### config.mk
export PLATFORM = sky130hd
export DESIGN_NAME = kfpga_config_loader_flat
export DESIGN_NICKNAME = d
export VERILOG_FILES = /design/src/rtl/kfpga_config_pkg.sv /design/src/rtl/kfpga_config_loader_if.sv /design/src/rtl/kfpga_config_loader.sv /design/src/flat_wrapper.sv
export SDC_FILE = /design/constraint.sdc
export NUM_CORES = 1
export LEC_CHECK = 0
export ABC_AREA = 1
export CORE_ASPECT_RATIO = 0.9
export CORE_MARGIN = 5
export CORE_UTILIZATION = 45
export CTS_CLUSTER_SIZE = 28
export DETAILED_ROUTE_END_ITERATION = 7
export PLACE_DENSITY_LB_ADDON = 0.05
export SETUP_SLACK_MARGIN = 0.1
export SLEW_MARGIN = 40
export SYNTH_ARGS = -nofsm -noshare
export SYNTH_HDL_FRONTEND = slang
export SYNTH_SLANG_ARGS = --single-unit
### constraint.sdc
create_clock -name clock -period 1.75 [get_ports clock]
set_input_delay 0.2625 -clock clock [delete_from_list [all_inputs] [get_ports clock]]
set_output_delay 0.2625 -clock clock [all_outputs]
set_load 0.01 [all_outputs]
### src/rtl/kfpga_config_pkg.sv
// Shared definitions for the kFPGA configuration loader.
// Provides the loader state encoding and the chain geometry of this core variant.
package kfpga_config_pkg;

  // Chain geometry of the default kFPGA core variant.
  localparam int unsigned DefaultConfigLength = 34688;
  localparam int unsigned DefaultWordWidth    = 8;
  localparam int unsigned DefaultClearCycles  = 2;

  typedef enum logic [2:0] {
    StIdle,
    StClear,
    StLoad,
    StShift,
    StDone
  } loader_state_e;

endpackage

### src/rtl/kfpga_config_loader_if.sv
// Word stream carrying the configuration bitstream into the loader.
//   word_data  : bitstream word, MSB shifted first
//   word_valid : word_data is valid (driven by the source)
//   word_ready : loader accepts the word this cycle (driven by the loader)
// modport master : word source (host, SPI slave, ROM reader)
// modport slave  : the loader
interface kfpga_config_loader_if
  import kfpga_config_pkg::*;
#(
  parameter int unsigned WORD_WIDTH = DefaultWordWidth
) ();

  logic [WORD_WIDTH-1:0] word_data;
  logic                  word_valid;
  logic                  word_ready;

  modport master (
    output word_data,
    output word_valid,
    input  word_ready
  );

  modport slave (
    input  word_data,
    input  word_valid,
    output word_ready
  );

endinterface

### src/rtl/kfpga_config_loader.sv
// Serialises a word-wide configuration bitstream onto the kFPGA core's config chain.
// A load clears the chain, shifts exactly CONFIG_LENGTH bits (MSB of each word first),
// then stops with done held high until the next start.
// Ports:
//   clock           : single clock, also the chain's config_clock
//   nreset          : asynchronous active-low reset
//   start_i         : one-cycle load request, honoured only when idle or done
//   abort_i         : return to idle from any state (beats start and the handshake)
//   bus             : word stream (slave side); word_ready is high only while loading
//   config_data_o   : chain config_in
//   config_enable_o : chain config_enable, high only while shifting
//   config_nreset_o : chain config_nreset, low during the clear phase
//   busy_o          : high while clearing, loading or shifting
//   done_o          : chain fully loaded (level)
module kfpga_config_loader
  import kfpga_config_pkg::*;
#(
  parameter int unsigned WORD_WIDTH    = DefaultWordWidth,
  parameter int unsigned CONFIG_LENGTH = DefaultConfigLength,
  parameter int unsigned CLEAR_CYCLES  = DefaultClearCycles  // must be >= 1
) (
  input  logic                        clock,
  input  logic                        nreset,
  input  logic                        start_i,
  input  logic                        abort_i,
  kfpga_config_loader_if.slave        bus,
  output logic                        config_data_o,
  output logic                        config_enable_o,
  output logic                        config_nreset_o,
  output logic                        busy_o,
  output logic                        done_o
);

  localparam int unsigned BIT_CNT_W = $clog2(CONFIG_LENGTH + 1);
  localparam int unsigned LAST_BITS = CONFIG_LENGTH % WORD_WIDTH;
  // Width of the final word; a zero remainder means the last word is full.
  localparam int unsigned FinalBits = (LAST_BITS == 0) ? WORD_WIDTH : LAST_BITS;
  localparam int unsigned WordCntW  = $clog2(WORD_WIDTH + 1);
  localparam int unsigned ClrCntW   = $clog2(CLEAR_CYCLES + 1);

  loader_state_e          state_q;
  logic [WORD_WIDTH-1:0]  shreg_q;
  logic [WordCntW-1:0]    word_bits_q;
  logic [BIT_CNT_W-1:0]   bits_left_q;
  logic [ClrCntW-1:0]     clr_cnt_q;
  logic                   config_data_q;
  logic                   config_enable_q;
  logic                   config_nreset_q;
  logic                   busy_q;
  logic                   done_q;

  logic [WordCntW-1:0]    word_bits_d;

  // Bits left are always word-aligned at a capture, so anything at or below one word
  // is the final (possibly partial) word.
  always_comb begin
    word_bits_d = WordCntW'(WORD_WIDTH);
    if (32'(bits_left_q) <= WORD_WIDTH) begin
      word_bits_d = WordCntW'(FinalBits);
    end
  end

  // shreg_q holds the bits that follow the one currently on config_data_q, so the
  // serial output is a register and changes together with config_enable_q.
  always_ff @(posedge clock or negedge nreset) begin
    if (!nreset) begin
      state_q         <= StIdle;
      shreg_q         <= '0;
      word_bits_q     <= '0;
      bits_left_q     <= '0;
      clr_cnt_q       <= '0;
      config_data_q   <= 1'b0;
      config_enable_q <= 1'b0;
      config_nreset_q <= 1'b1;
      busy_q          <= 1'b0;
      done_q          <= 1'b0;
    end else if (abort_i) begin
      state_q         <= StIdle;
      shreg_q         <= '0;
      word_bits_q     <= '0;
      bits_left_q     <= '0;
      clr_cnt_q       <= '0;
      config_data_q   <= 1'b0;
      config_enable_q <= 1'b0;
      config_nreset_q <= 1'b1;
      busy_q          <= 1'b0;
      done_q          <= 1'b0;
    end else begin
      case (state_q)
        StIdle, StDone: begin
          if (start_i) begin
            state_q         <= StClear;
            config_nreset_q <= 1'b0;
            clr_cnt_q       <= ClrCntW'(CLEAR_CYCLES - 1);
            bits_left_q     <= BIT_CNT_W'(CONFIG_LENGTH);
            busy_q          <= 1'b1;
            done_q          <= 1'b0;
          end
        end
        StClear: begin
          if (clr_cnt_q == '0) begin
            state_q         <= StLoad;
            config_nreset_q <= 1'b1;
          end else begin
            clr_cnt_q <= clr_cnt_q - 1'b1;
          end
        end
        StLoad: begin
          if (bus.word_valid) begin
            state_q         <= StShift;
            config_enable_q <= 1'b1;
            config_data_q   <= bus.word_data[WORD_WIDTH-1];
            shreg_q         <= bus.word_data << 1;
            word_bits_q     <= word_bits_d;
          end
        end
        StShift: begin
          bits_left_q <= bits_left_q - 1'b1;
          word_bits_q <= word_bits_q - 1'b1;
          if (word_bits_q == WordCntW'(1)) begin
            // Remaining low bits of a partial final word are simply dropped.
            config_enable_q <= 1'b0;
            config_data_q   <= 1'b0;
            if (bits_left_q == BIT_CNT_W'(1)) begin
              state_q <= StDone;
              done_q  <= 1'b1;
              busy_q  <= 1'b0;
            end else begin
              state_q <= StLoad;
            end
          end else begin
            config_data_q <= shreg_q[WORD_WIDTH-1];
            shreg_q       <= shreg_q << 1;
          end
        end
        default: begin
          state_q <= StIdle;
        end
      endcase
    end
  end

  assign bus.word_ready   = (state_q == StLoad);
  assign config_data_o    = config_data_q;
  assign config_enable_o  = config_enable_q;
  assign config_nreset_o  = config_nreset_q;
  assign busy_o           = busy_q;
  assign done_o           = done_q;

endmodule

### src/flat_wrapper.sv
// flat-port wrapper written by rule: the top's interface ports become plain ports
module kfpga_config_loader_flat import kfpga_config_pkg::*;
#(
  parameter int unsigned WORD_WIDTH    = DefaultWordWidth,
  parameter int unsigned CONFIG_LENGTH = DefaultConfigLength,
  parameter int unsigned CLEAR_CYCLES  = DefaultClearCycles                 
)
  (clock, nreset, start_i, abort_i, config_data_o, config_enable_o, config_nreset_o, busy_o, done_o, bus_word_data, bus_word_valid, bus_word_ready);
  kfpga_config_loader_if #(.WORD_WIDTH(WORD_WIDTH)) bus_i ();
  input  logic clock;
  input  logic nreset;
  input  logic start_i;
  input  logic abort_i;
  output logic config_data_o;
  output logic config_enable_o;
  output logic config_nreset_o;
  output logic busy_o;
  output logic done_o;
  input wire logic [$bits(bus_i.word_data)-1:0] bus_word_data;
  input wire logic [$bits(bus_i.word_valid)-1:0] bus_word_valid;
  output wire logic [$bits(bus_i.word_ready)-1:0] bus_word_ready;
  assign bus_i.word_data = bus_word_data;
  assign bus_i.word_valid = bus_word_valid;
  assign bus_word_ready = bus_i.word_ready;
  kfpga_config_loader #(.WORD_WIDTH(WORD_WIDTH), .CONFIG_LENGTH(CONFIG_LENGTH), .CLEAR_CYCLES(CLEAR_CYCLES)) u_core (.clock(clock), .nreset(nreset), .start_i(start_i), .abort_i(abort_i), .bus(bus_i), .config_data_o(config_data_o), .config_enable_o(config_enable_o), .config_nreset_o(config_nreset_o), .busy_o(busy_o), .done_o(done_o));
endmodule
==> results.md <==
* Switching share of power at 0.4558
* Antenna violations before repair at 0
* Fmax at 626.3 MHz
* WS Path Type: reg2out
* Slowest Stage Delay on Critical Path at 0.53 ns
* Switch Pwr at 1972 uW
* Drt initial violations at 141
* Sequential power share at 0.320
* Main combinational cell family by area after synthesis: simple AND/OR/NAND/NOR gates
* Post-synth top area share at 0.3960
* Core area at 4865 sq um
* XOR/XNOR share of the synthesized area at 0.007701
* CP Cell Sequence: clkdlybuf4s50_1
* CP Buf/Inv Count at 1
* Int Pwr at 2354 uW
* Antenna cell count at 0
* Clk pin slew, worst setup/hold paths at 0.08 ns
* TritonCTS buffer count at 5
* Synthesis-to-finish area growth at 20.96%
* Final core occ at 0.5656
* Die ar. at 6579 sq um
* Post-synth top area cell: dfrtp_1
* First-pass GRT wire length at 8.997 mm
* Max Cap Viol at 0
* Register area share after synthesis at 0.4076
* Most used DFF post-synth: dfrtp_1
* Post-Place Cell Area at 2614 sq um
* GPL Wtd Cong at 0.8240
* Pin slew with the least headroom to its limit at 0.3271 ns
* Via count at 2059
* Period minus WS final at 1.597 ns
* Worst-path fanout max at 2
* Final period util at 0.9123
* Drc violations at 0
* Combinational Power Share at 0.525
* Post-Route Skew at 0.007961 ns
* RSZ-0062 raised after global routing: no
* CP Capture Type: output pin
* Most common cell in the netlist: nand2_1
* Fin Setup TNS at 0 ns
* Drt pass-1 iters at 4
* Ports at 19
* Later-pin clock latency in the skew report at 0.29 ns
* Die height at 77.45 um
* Post-Synth Simple-Gate Area at 0.3575
* Synth cell count leaders: nand2_1, inv_1, nor2_1
* Total GRT Usage at 0.1666
* Die Span X at 84.95 um
* CP startpoint kind: flop
* Post-Route WL at 5.240 mm
* Min-Delay Path Class: in2async
* Status: complete, no violations
* DRT antenna net count at 0
* WP data arrival at 1.33 ns
* Wire length per cell at 12.30 um
* Vias in the first global route at 1912
* Fraction of the mapped netlist area in compound gates at 0.09846
* LEAKAGE at 0.001410 uW
* Largest net degree at the start of global routing at 38
* Ratio of cells with drive above 1 in the final layout at 0.1496
* Fill cell count at 479
* Initial Util at 0.4676
* Post-synthesis mux area share at 0
* Hold WS at 0.4610 ns
* PortBufs at 18
* CTS H-tree depth at 2
* Num rows at 24
* Mapped Avg Cell Area at 7.021 sq um
* CTS tree: yes
* Top delay family on crit path: flip-flops
* Max VDD drop at 0.7262 mV
* Post-synth ARST share at 1.000
* Final setup fails at 0
* P per Cell Area at 1572 nW/um^2
* CP max stage cell: dfstp_2
* Slew Viols, Final at 0
* GRT Residual Overflow at 0
* Mapped Area at 2275 sq um
* Clock power frac at 0.155
* Max clock buf depth at 2
* Yosys reg bits at 37
* Post-synth EDFFs at 0
* Synth top area cells: dfrtp_1, nand2_1, inv_1, nor2_1, o21ai_0
* Clock root buffer master: clkbuf_8
* Hold Fails Final Rpt at 0
* Reg area at 928.4 sq um
* Finished Cell Area at 2751 sq um
* Synth Area in Adders at 0.02750
* Relative slew margins at 0.7812
* Vias/cell at 4.833
* Post-synth cell types at 28
* CTS sink cnt at 37
* CP Data Required Time at 1.49 ns
* Number of nets at the end of the flow at 378
* Syn Inst Count at 324
* Area occupied by multi-input gates at 1135 sq um
* Synthesized Nets at 342
* DP Wirelength at 3.788 mm
* Ys Warns at 0
## cell type report
cell class                 instances  share of cell area
inverter                          50             0.06821
clock inverter                     1            0.001819
timing repair buffer              35              0.1155
clock buffer                       7             0.03502
sequential                        37              0.3374
multi-input combinational        231              0.4125
tap                               65             0.02956
## state kept, by name, indices dropped and copies added, names as in the netlist
register and count:
u_core.state_q 3, u_core.shreg_q 7, u_core.config_data_o 1, u_core.word_bits_q 4, u_core.config_nreset_o 1, u_core.clr_cnt_q 2
u_core.done_o 1, u_core.busy_o 1, u_core.bits_left_q 16, u_core.config_enable_o 1
## kinds of logic (layout without fill, tap and decap cells)
group | after synthesis | in the layout
buf+inv | 56 | 93
simple gates | 183 | 183
fa+ha+maj | 5 | 5
xor+xnor | 2 | 2
compound gates | 41 | 41
flops | 37 | 37
## worst paths after layout
| path | startpoint | end | slack (ns) | cells after the start |
|---|---|---|---|---|
| worst max-delay path | u_core.config_nreset_o | config_nreset_o | 0.15 | 1 |
| worst min-delay path | nreset | u_core.word_bits_q[1] | 0.46 | 3 |
| worst max register to register | u_core.state_q[0] | u_core.bits_left_q[8] | 0.20 | 8 |
| worst min register to register | u_core.done_o | u_core.done_o | 0.47 | 2 |
| max in group asynchronous | nreset | u_core.config_nreset_o | 1.02 | 3 |
| min in group clock | u_core.done_o | u_core.done_o | 0.47 | 2 |
## layer usage
| metal | track usage | wire length, um | up-vias |
|---|---|---|---|
| met5 | 0 | 0 | - |
| met1 | 0.2430 | 2696 | 924 |
| met3 | 0.03284 | 209 | 8 |
| met2 | 0.2547 | 2282 | 34 |
| li1 | - | - | 1093 |
| met4 | 0.03956 | 52 | 0 |
## per-stage QoR
stage | setup slack [ns] | total power, uW | std cells
6_report | 0.1534 | 4326 | 426
5_1_grt | 0.1049 | 4743 | 426
4_1_cts | 0.1353 | 4297 | 426
3_5_place_dp | -0.06090 | 3592 | 416
3_3_place_gp | -0.02281 | 3565 | 416
2_1_floorplan | 0.3707 | 2933 | 324
## cells in the final DEF, fill, tap and decap left out, types with 3 or more instances in the layout
master	Yosys	layout
dfrtp_1	36	35
nand3_1	20	20
clkdlybuf4s50_1	0	16
ha_1	5	5
nand2_2	2	5
clkbuf_8	0	7
nand4_1	8	8
o21ai_2	3	3
nand2_1	104	101
buf_4	1	15
a21oi_1	3	3
o22ai_1	4	4
nor2_4	3	3
o21ai_0	26	24
nor2_1	37	33
inv_1	45	45
o21ai_1	4	6
nor2_2	2	6
inv_2	5	5
## power by group through the flow
stage / sequential (uW) / clock [uW] / combinational [uW]
2_1_floorplan: 1370 / 0 / 1560
4_1_cts: 1380 / 689 / 2230
6_report: 1380 / 670 / 2270
3_5_place_dp: 1400 / 0 / 2190
5_1_grt: 1430 / 728 / 2580
3_3_place_gp: 1410 / 0 / 2160
## repair_timing
item	CTS	global route
endpoints found under the hold margin	36	0
hold buffers	1	0
resized for setup	2	10
setup buffers	1	0
pin swaps	0	0
setup endpoints to repair	1	19
Power figures use the tool's default switching activity.
